<file path="src/rtl/kd_node_sort_ctrl.sv">
// kd-tree node controller: holds one DIM-dimensional cluster center, handles
// depth/axis configuration with child-ack aggregation, an odd-even swap sort
// along the node's split axis, and the stop/ack drain. Every command output is
// registered, so a response appears the cycle after the event that caused it.
module kd_node_sort_ctrl #(
  parameter int DIM          = 2,
  parameter int COORD_W      = 16,
  parameter int DEPTH_W      = 4,
  parameter bit HAS_CHILDREN = 1'b1
) (
  input  logic                   clk,
  input  logic                   rst,
  input  logic                   alert_from_top,
  input  logic                   alert_from_left,
  input  logic                   alert_from_right,
  input  logic [2:0]             cmd_from_top,
  input  logic [2:0]             cmd_from_left,
  input  logic [2:0]             cmd_from_right,
  input  logic [DIM*COORD_W-1:0] data_from_top,
  input  logic [DIM*COORD_W-1:0] data_from_left,
  input  logic [DIM*COORD_W-1:0] data_from_right,
  output logic                   alert_to_top,
  output logic                   alert_to_left,
  output logic                   alert_to_right,
  output logic [2:0]             cmd_to_top,
  output logic [2:0]             cmd_to_left,
  output logic [2:0]             cmd_to_right,
  output logic [DIM*COORD_W-1:0] data_to_top,
  output logic [DIM*COORD_W-1:0] data_to_left,
  output logic [DIM*COORD_W-1:0] data_to_right,
  output logic                   node_stable,
  output logic [2:0]             state_o
);

  localparam int DATA_W = DIM * COORD_W;

  localparam logic [2:0] CMD_NOP        = 3'd0;
  localparam logic [2:0] CMD_LOAD       = 3'd1;
  localparam logic [2:0] CMD_CONFIG     = 3'd2;
  localparam logic [2:0] CMD_CFG_ACK    = 3'd3;
  localparam logic [2:0] CMD_SORT_START = 3'd4;
  localparam logic [2:0] CMD_SWAP       = 3'd5;
  localparam logic [2:0] CMD_SORT_STOP  = 3'd6;
  localparam logic [2:0] CMD_STOP_ACK   = 3'd7;

  localparam logic [2:0] ST_IDLE      = 3'd0;
  localparam logic [2:0] ST_CFG_WAIT  = 3'd1;
  localparam logic [2:0] ST_READY     = 3'd2;
  localparam logic [2:0] ST_SORT      = 3'd3;
  localparam logic [2:0] ST_STOP_WAIT = 3'd4;

  // Extract the coordinate selected by the split axis from a packed center.
  function automatic logic [COORD_W-1:0] key_of(input logic [DATA_W-1:0] d, input int ax);
    logic [COORD_W-1:0] k;
    k = '0;
    for (int i = 0; i < DIM; i++) begin
      k = (ax == i) ? d[i*COORD_W +: COORD_W] : k;
    end
    return k;
  endfunction

  logic [2:0]         state_r, state_nxt_s;
  logic [DATA_W-1:0]  center_r, center_nxt_s;
  logic [DEPTH_W-1:0] depth_r, depth_nxt_s;
  logic               phase_r, phase_nxt_s;
  logic               ack_left_r, ack_left_nxt_s;
  logic               ack_right_r, ack_right_nxt_s;
  logic               stable_r, stable_nxt_s;

  logic               alert_top_r, alert_top_nxt_s;
  logic [2:0]         cmd_top_r, cmd_top_nxt_s;
  logic               alert_left_r, alert_left_nxt_s;
  logic [2:0]         cmd_left_r, cmd_left_nxt_s;
  logic [DATA_W-1:0]  data_left_r, data_left_nxt_s;
  logic               alert_right_r, alert_right_nxt_s;
  logic [2:0]         cmd_right_r, cmd_right_nxt_s;
  logic [DATA_W-1:0]  data_right_r, data_right_nxt_s;

  logic [2:0]         top_cmd_s, left_cmd_s, right_cmd_s, wait_ack_s;
  logic [DEPTH_W-1:0] depth_inc_s;
  logic [COORD_W-1:0] self_key_s, left_key_s, right_key_s;
  int                 axis_s;

  assign axis_s      = int'(depth_r) % DIM;
  assign self_key_s  = key_of(center_r, axis_s);
  assign left_key_s  = key_of(data_from_left, axis_s);
  assign right_key_s = key_of(data_from_right, axis_s);
  assign depth_inc_s = data_from_top[DEPTH_W-1:0] + DEPTH_W'(1'b1);

  // Qualify incoming commands with their alert; leaves never listen to children.
  always_comb begin
    top_cmd_s   = alert_from_top ? cmd_from_top : CMD_NOP;
    left_cmd_s  = (HAS_CHILDREN && alert_from_left) ? cmd_from_left : CMD_NOP;
    right_cmd_s = (HAS_CHILDREN && alert_from_right) ? cmd_from_right : CMD_NOP;
    wait_ack_s  = (state_r == ST_CFG_WAIT) ? CMD_CFG_ACK : CMD_STOP_ACK;
  end

  // Next-state and next-output decision for the node FSM.
  always_comb begin
    state_nxt_s       = state_r;
    center_nxt_s      = center_r;
    depth_nxt_s       = depth_r;
    phase_nxt_s       = phase_r;
    ack_left_nxt_s    = ack_left_r;
    ack_right_nxt_s   = ack_right_r;
    stable_nxt_s      = stable_r;
    alert_top_nxt_s   = 1'b0;
    cmd_top_nxt_s     = CMD_NOP;
    alert_left_nxt_s  = 1'b0;
    cmd_left_nxt_s    = CMD_NOP;
    data_left_nxt_s   = '0;
    alert_right_nxt_s = 1'b0;
    cmd_right_nxt_s   = CMD_NOP;
    data_right_nxt_s  = '0;

    case (state_r)
      ST_IDLE, ST_READY: begin
        if (top_cmd_s == CMD_LOAD) begin
          center_nxt_s = data_from_top;
        end else if (top_cmd_s == CMD_CONFIG) begin
          depth_nxt_s = data_from_top[DEPTH_W-1:0];
          if (HAS_CHILDREN) begin
            alert_left_nxt_s  = 1'b1;
            cmd_left_nxt_s    = CMD_CONFIG;
            data_left_nxt_s   = DATA_W'(depth_inc_s);
            alert_right_nxt_s = 1'b1;
            cmd_right_nxt_s   = CMD_CONFIG;
            data_right_nxt_s  = DATA_W'(depth_inc_s);
            ack_left_nxt_s    = 1'b0;
            ack_right_nxt_s   = 1'b0;
            state_nxt_s       = ST_CFG_WAIT;
          end else begin
            alert_top_nxt_s = 1'b1;
            cmd_top_nxt_s   = CMD_CFG_ACK;
            state_nxt_s     = ST_READY;
          end
        end else if ((top_cmd_s == CMD_SORT_START) && (state_r == ST_READY)) begin
          if (HAS_CHILDREN) begin
            alert_left_nxt_s  = 1'b1;
            cmd_left_nxt_s    = CMD_SORT_START;
            alert_right_nxt_s = 1'b1;
            cmd_right_nxt_s   = CMD_SORT_START;
          end else begin
            alert_left_nxt_s  = 1'b0;
          end
          phase_nxt_s = 1'b0;
          state_nxt_s = ST_SORT;
        end else begin
          state_nxt_s = state_r;
        end
      end

      ST_CFG_WAIT, ST_STOP_WAIT: begin
        // Acks are sticky so the two children may answer in any order or together.
        ack_left_nxt_s  = ack_left_r | (left_cmd_s == wait_ack_s);
        ack_right_nxt_s = ack_right_r | (right_cmd_s == wait_ack_s);
        if (ack_left_nxt_s && ack_right_nxt_s) begin
          alert_top_nxt_s = 1'b1;
          cmd_top_nxt_s   = wait_ack_s;
          ack_left_nxt_s  = 1'b0;
          ack_right_nxt_s = 1'b0;
          state_nxt_s     = ST_READY;
        end else begin
          state_nxt_s = state_r;
        end
      end

      ST_SORT: begin
        phase_nxt_s = ~phase_r;
        if (top_cmd_s == CMD_SORT_STOP) begin
          // Stopping wins over any swap that would have happened this cycle.
          if (HAS_CHILDREN) begin
            alert_left_nxt_s  = 1'b1;
            cmd_left_nxt_s    = CMD_SORT_STOP;
            alert_right_nxt_s = 1'b1;
            cmd_right_nxt_s   = CMD_SORT_STOP;
            ack_left_nxt_s    = 1'b0;
            ack_right_nxt_s   = 1'b0;
            state_nxt_s       = ST_STOP_WAIT;
          end else begin
            alert_top_nxt_s = 1'b1;
            cmd_top_nxt_s   = CMD_STOP_ACK;
            state_nxt_s     = ST_READY;
          end
        end else if (phase_r) begin
          // Passive cycle: only the parent may exchange with us.
          if (top_cmd_s == CMD_SWAP) begin
            center_nxt_s = data_from_top;
            stable_nxt_s = 1'b0;
          end else begin
            stable_nxt_s = stable_r;
          end
        end else if (HAS_CHILDREN) begin
          // Active cycle: left child holds keys >= ours, right child keys <= ours.
          if (left_key_s > self_key_s) begin
            alert_left_nxt_s = 1'b1;
            cmd_left_nxt_s   = CMD_SWAP;
            data_left_nxt_s  = center_r;
            center_nxt_s     = data_from_left;
            stable_nxt_s     = 1'b0;
          end else if (right_key_s < self_key_s) begin
            alert_right_nxt_s = 1'b1;
            cmd_right_nxt_s   = CMD_SWAP;
            data_right_nxt_s  = center_r;
            center_nxt_s      = data_from_right;
            stable_nxt_s      = 1'b0;
          end else begin
            stable_nxt_s = 1'b1;
          end
        end else begin
          stable_nxt_s = 1'b1;
        end
      end

      default: begin
        state_nxt_s = ST_IDLE;
      end
    endcase
  end

  // State, center and registered link outputs; async active-low reset.
  always_ff @(posedge clk or negedge rst) begin
    if (!rst) begin
      state_r       <= ST_IDLE;
      center_r      <= '0;
      depth_r       <= '0;
      phase_r       <= 1'b0;
      ack_left_r    <= 1'b0;
      ack_right_r   <= 1'b0;
      stable_r      <= 1'b0;
      alert_top_r   <= 1'b0;
      cmd_top_r     <= CMD_NOP;
      alert_left_r  <= 1'b0;
      cmd_left_r    <= CMD_NOP;
      data_left_r   <= '0;
      alert_right_r <= 1'b0;
      cmd_right_r   <= CMD_NOP;
      data_right_r  <= '0;
    end else begin
      state_r       <= state_nxt_s;
      center_r      <= center_nxt_s;
      depth_r       <= depth_nxt_s;
      phase_r       <= phase_nxt_s;
      ack_left_r    <= ack_left_nxt_s;
      ack_right_r   <= ack_right_nxt_s;
      stable_r      <= stable_nxt_s;
      alert_top_r   <= alert_top_nxt_s;
      cmd_top_r     <= cmd_top_nxt_s;
      alert_left_r  <= alert_left_nxt_s;
      cmd_left_r    <= cmd_left_nxt_s;
      data_left_r   <= data_left_nxt_s;
      alert_right_r <= alert_right_nxt_s;
      cmd_right_r   <= cmd_right_nxt_s;
      data_right_r  <= data_right_nxt_s;
    end
  end

  assign alert_to_top   = alert_top_r;
  assign cmd_to_top     = cmd_top_r;
  assign data_to_top    = center_r;
  assign alert_to_left  = alert_left_r;
  assign cmd_to_left    = cmd_left_r;
  assign data_to_left   = data_left_r;
  assign alert_to_right = alert_right_r;
  assign cmd_to_right   = cmd_right_r;
  assign data_to_right  = data_right_r;
  assign node_stable    = stable_r;
  assign state_o        = state_r;

endmodule

</file>
<file path="config.mk">
export PLATFORM = sky130hd
export DESIGN_NAME = kd_node_sort_ctrl
export DESIGN_NICKNAME = d
export VERILOG_FILES = /design/src/rtl/kd_node_sort_ctrl.sv
export SDC_FILE = /design/constraint.sdc
export NUM_CORES = 1
export LEC_CHECK = 0
export CAP_MARGIN = 20
export CORE_MARGIN = 2
export CORE_UTILIZATION = 40
export DETAILED_ROUTE_END_ITERATION = 16
export PLACE_DENSITY = 0.74
export SLEW_MARGIN = 40
export SYNTH_ARGS = -nofsm -noshare
export SYNTH_HDL_FRONTEND = slang
export SYNTH_SLANG_ARGS = --single-unit
</file>
<file path="constraint.sdc">
create_clock -name clk -period 3.6 [get_ports clk]
set_input_delay 0.9 -clock clk [delete_from_list [all_inputs] [get_ports clk]]
set_output_delay 0.9 -clock clk [all_outputs]
set_load 0.02 [all_outputs]
</file>
==> metrics.log <==
[metrics] fraction of layout cells with a size suffix above 1: 15.6%
[metrics] number of optimization iterations in the first detailed-route pass: 5
[metrics] number of storage elements in the synthesis netlist: 113
[metrics] power after layout: 6.82 mW
[metrics] Max-Cap Viols: 0
[metrics] clock tree from TritonCTS: built
[metrics] Placement Setup Slack: -0.0665 ns
[metrics] post-detailed-route wirelength per cell: 20.2 um
[metrics] sequential-to-total area share from yosys stat: 40.7%
[metrics] final setup skew: 0.00955 ns
[metrics] DP Wirelength: 16700 um
[metrics] R2R setup slack: 0.50 ns
[metrics] clock slew at the register clock pins of the worst setup and hold paths: 0.06 ns
[metrics] initial core utilization: 40.6%
[metrics] worst hold-check path type: flop to flop
[metrics] count of cell types in the netlist: 56
[metrics] Core Util, Final: 58.9%
[metrics] part of the cycle the worst path needs: 90.8%
[metrics] final worst path period need: 3.27 ns
[metrics] number of gates resized after CTS: 0
[metrics] drt first-iter violations: 622
[metrics] Area Overhead vs Synth: 45.2%
[metrics] part of the power in the clock network: 24.7%
[metrics] post-layout worst setup margin: 0.333 ns
[metrics] buffers from clock root to sink, at most: 2
[metrics] peak clock frequency supported by timing: 306 MHz
[metrics] most instantiated flip-flop cell in the synthesis netlist: dfrtp_1
[metrics] count of standard-cell rows: 48
[metrics] source of the worst hold timing path: ack_left_r$_DFFE_PN0P_
[metrics] detailed-route vias per instance: 5.56
[metrics] worst min-delay path endpoint: ack_right_r$_DFFE_PN0P_
[metrics] Total Routing Usage GR: 25.2%
[metrics] multi-input logic area: 0.00369 mm^2
[metrics] CP dominant cell by count: buf_4
[metrics] number of enable flip-flop cells after synthesis: 0
[metrics] Crit path buffers/inverters: 3
[metrics] post-CTS repair timing setup buffer count: 0
[metrics] WP data required: 3.94 ns
[metrics] final number of hold-violating endpoints: 0
[metrics] number of pins exceeding their max-slew limit in the final report: 0
[metrics] clk root buf: clkbuf_16
[metrics] Seq pwr share: 25.7%
[metrics] total of hold buffers inserted after clock tree synthesis: 0
[metrics] count of synthesis-stage warnings from yosys: 0
[metrics] number of vias in the routed layout: 6269
[metrics] library cell with the largest summed area after synthesis: dfrtp_1
[metrics] ordered cell list for the critical path: clkdlybuf4s50_1 -> mux2_2 -> ha_1 -> nand4_1 -> buf_4 -> a2111oi_4 -> o31a_1 -> buf_4 -> o211ai_1 -> mux2i_1
[metrics] Die Span X: 136 um
[metrics] fraction of power consumed by combinational cells: 49.6%
[metrics] cts bufs inserted: 17
[metrics] unrepaired setup endpoints after global routing: false
[metrics] Post-route DRC: 0
[metrics] worst reg2reg path startpoint: depth_r[0]$_DFFE_PN0P_
[metrics] H-Tree Depth: 4
[metrics] worst vdd rail ir drop: 0.371 mV
[metrics] post-placement cell area: 0.00948 mm^2
[metrics] Clock Sink Count: 113
[metrics] proportion of register bits with asynchronous set or reset after synthesis: 100%
[metrics] Post-Synthesis Mean Instance Area: 10.2 um^2
[metrics] via count of the first global-routing pass: 6236
[metrics] die area: 0.0184 mm^2
[metrics] startpoint type of the worst setup path: primary input
[metrics] antenna violations before repair: 1
[metrics] dominant cells by area after synthesis: dfrtp_1 41%, mux2i_1 6.9%, ha_1 5.8%, mux2_2 4.9%, nor3_2 4.3%
[metrics] register area: 0.00283 mm^2
[metrics] CP Capture Type: flop
[metrics] Yosys top cell area share: 40.7%
[metrics] synthesized instance count: 680
[metrics] area of the core region: 0.0171 mm^2
[metrics] gp weighted congestion: 0.887
[metrics] cell depth of the worst hold path: 1
[metrics] number of buffer cells added on primary ports: 221
[metrics] internal cell power: 3.88 mW
[metrics] cell with the largest stage delay on the worst path: clkdlybuf4s50_1
[metrics] Skew-Pair Late Insertion Delay: 0.43 ns
[metrics] end of the worst register-to-register path: data_to_right[6]$_DFF_PN0_
[metrics] net count of the finished layout: 1030
[metrics] Switching Share: 43.1%
[metrics] Net Count, Synth: 822
[metrics] r2r worst-path depth: 10
[metrics] P_leak: 4.30 nW
[metrics] post-detailed-routing wire length: 22800 um
[metrics] remaining antenna violation count after routing: 0
[metrics] Crit Path Category: primary input to flop
[metrics] largest incremental delay on the critical path: 0.48 ns
[metrics] Slew @ Worst Pin: 0.689 ns
[metrics] aggregate global routing overflow: 0
[metrics] number of standard cells in the layout, taps in and fillers out: 1127
[metrics] power density over the cells: 676 mW/mm^2
[metrics] Crit path max-delay family: compound AO/OA/AOI/OAI gates
[metrics] run status: finished clean
[metrics] critical-path maximum fanout: 14
[metrics] Cells after DPL: 1094
[metrics] vertical die dimension: 136 um
[metrics] number of setup violations in the final report: 0
[metrics] slew margin rel.: 54.1%
[metrics] data arrival time of the critical path: 3.61 ns
[metrics] wire length of the first global-routing pass: 35100 um
[metrics] net switching power: 2.94 mW
[metrics] final-layout fill cell count: 1472
[metrics] Synth Cell Area: 0.00694 mm^2
[metrics] IO Count: 222
[metrics] largest net degree at the start of global routing: 63
[metrics] cell area after layout: 0.0101 mm^2
worst reg2reg max path, delay by kind of cell (launching register included):
kind                     cells  cell delay [ns]
AO/OA/AOI/OAI                3             0.86
adder cells (fa/ha/maj)      1             0.28
buffers and inverters        2             0.47
flip-flops                   1             0.39
multiplexers                 1             0.39
AND/OR/NAND/NOR              3             0.63
state kept, by name, indices dropped and copies added, names as in the netlist, 2 cells and up:
name / cells
cmd_to_left: 2
data_to_left: 32
state_o: 3
data_to_top: 32
cmd_to_right: 3
data_to_right: 32
per-layer routing:
layer  wire length [um]  GRT usage (%)
met2              11000           41.3
met1               9460           33.1
met3               1980           6.51
met5                  0              0
met4                376           7.12
worst max path at each step:
stage	start	endpoint	slack [ns]	cells past startpoint
after global placement	data_from_left[17]	data_to_right[9]$_DFF_PN0_	0.003	10
after detailed placement	data_from_left[7]	data_to_top[26]$_DFFE_PN0P_	-0.07	10
after CTS	data_from_left[7]	data_to_top[26]$_DFFE_PN0P_	0.35	10
after floorplan	depth_r[0]$_DFFE_PN0P_	data_to_right[11]$_DFF_PN0_	0.20	13
final	data_from_left[21]	data_to_top[26]$_DFFE_PN0P_	0.33	10
after global routing	data_from_right[11]	data_to_right[5]$_DFF_PN0_	0.22	11
area by class of cell:
class                      count  share of cell area [%]
antenna                        1                  0.0248
tap                          225                    2.79
inverter                      39                    1.45
sequential                   113                    28.1
multi-input combinational    464                    36.6
timing repair buffer         253                    25.2
clock buffer                  18                    4.36
clock inverter                14                    1.54
through the flow:
| step | TNS (ns) | hold slack [ns] |
|---|---|---|
| final | 0 | 0.486 |
| after detailed placement | -0.752 | 0.480 |
| after global placement | 0 | 0.477 |
| after floorplan | 0 | 0.459 |
| after CTS | 0 | 0.494 |
| after global routing | 0 | 0.520 |
Yosys cell counts (2+ instances only):
cell	number
dfrtp_1	113
mux2i_1	48
clkbuf_1	41
nand2b_1	37
inv_1	36
o31ai_1	35
or3_1	35
nor3_1	34
o211ai_1	34
ha_1	32
mux2_2	30
nor3_2	30
nor4_1	28
nand2_1	19
a21oi_1	14
nor2_1	9
a21o_1	8
buf_1	7
buf_2	7
o21ai_1	7
nand3_1	6
o21ai_0	6
buf_6	5
a31oi_1	4
buf_4	4
nor2b_1	4
o2bb2ai_1	4
a22o_1	3
inv_2	3
nand4_1	3
xnor2_1	3
xor2_1	3
a41oi_1	2
and4_1	2
nand3b_1	2
o32ai_1	2
power by group through the flow:
stage	Combinational (mW)	Clock (mW)	Sequential, mW
floorplan	1.80	0	1.94
global placement	3.30	0	1.77
detailed placement	3.34	0	1.77
CTS	3.36	1.71	1.75
global route	3.65	1.77	1.79
finish	3.38	1.69	1.75
cell usage in the layout (no fill, tap or decap), types with 2 or more instances in the layout:
master / instances
a21o_1: 8
a21oi_1: 14
a22o_1: 3
a31oi_1: 4
a41oi_1: 2
and4_1: 2
buf_12: 7
buf_4: 26
bufinv_16: 2
clkbuf_16: 17
clkdlybuf4s50_1: 220
clkinv_4: 2
clkinvlp_4: 5
dfrtp_1: 112
ha_1: 32
inv_1: 36
inv_2: 3
inv_6: 4
mux2_2: 30
mux2i_1: 48
nand2_1: 19
nand2b_1: 36
nand3_1: 6
nand3b_1: 2
nand4_1: 3
nor2_1: 9
nor2b_1: 4
nor3_1: 34
nor3_2: 29
nor4_1: 28
o211ai_1: 34
o21ai_0: 6
o21ai_1: 6
o2bb2ai_1: 3
o31ai_1: 35
o32ai_1: 2
or3_1: 35
xnor2_1: 3
xor2_1: 3
cells by family (layout without fill, tap and decap cells):
group / Yosys count / in the layout / synth area share, %
and+or+nand+nor: 218 / 218 / 20.4
AOI/OAI and AO/OA: 130 / 130 / 14.1
DFF: 113 / 113 / 40.7
buffers and inverters: 103 / 324 / 6.45
muxes: 78 / 78 / 11.8
adders and majority gates: 32 / 32 / 5.77
xor gates and xnor gates: 6 / 6 / 0.757
other: 0 / 1 / 0
No activity file was read; power rests on OpenSTA's default activity.
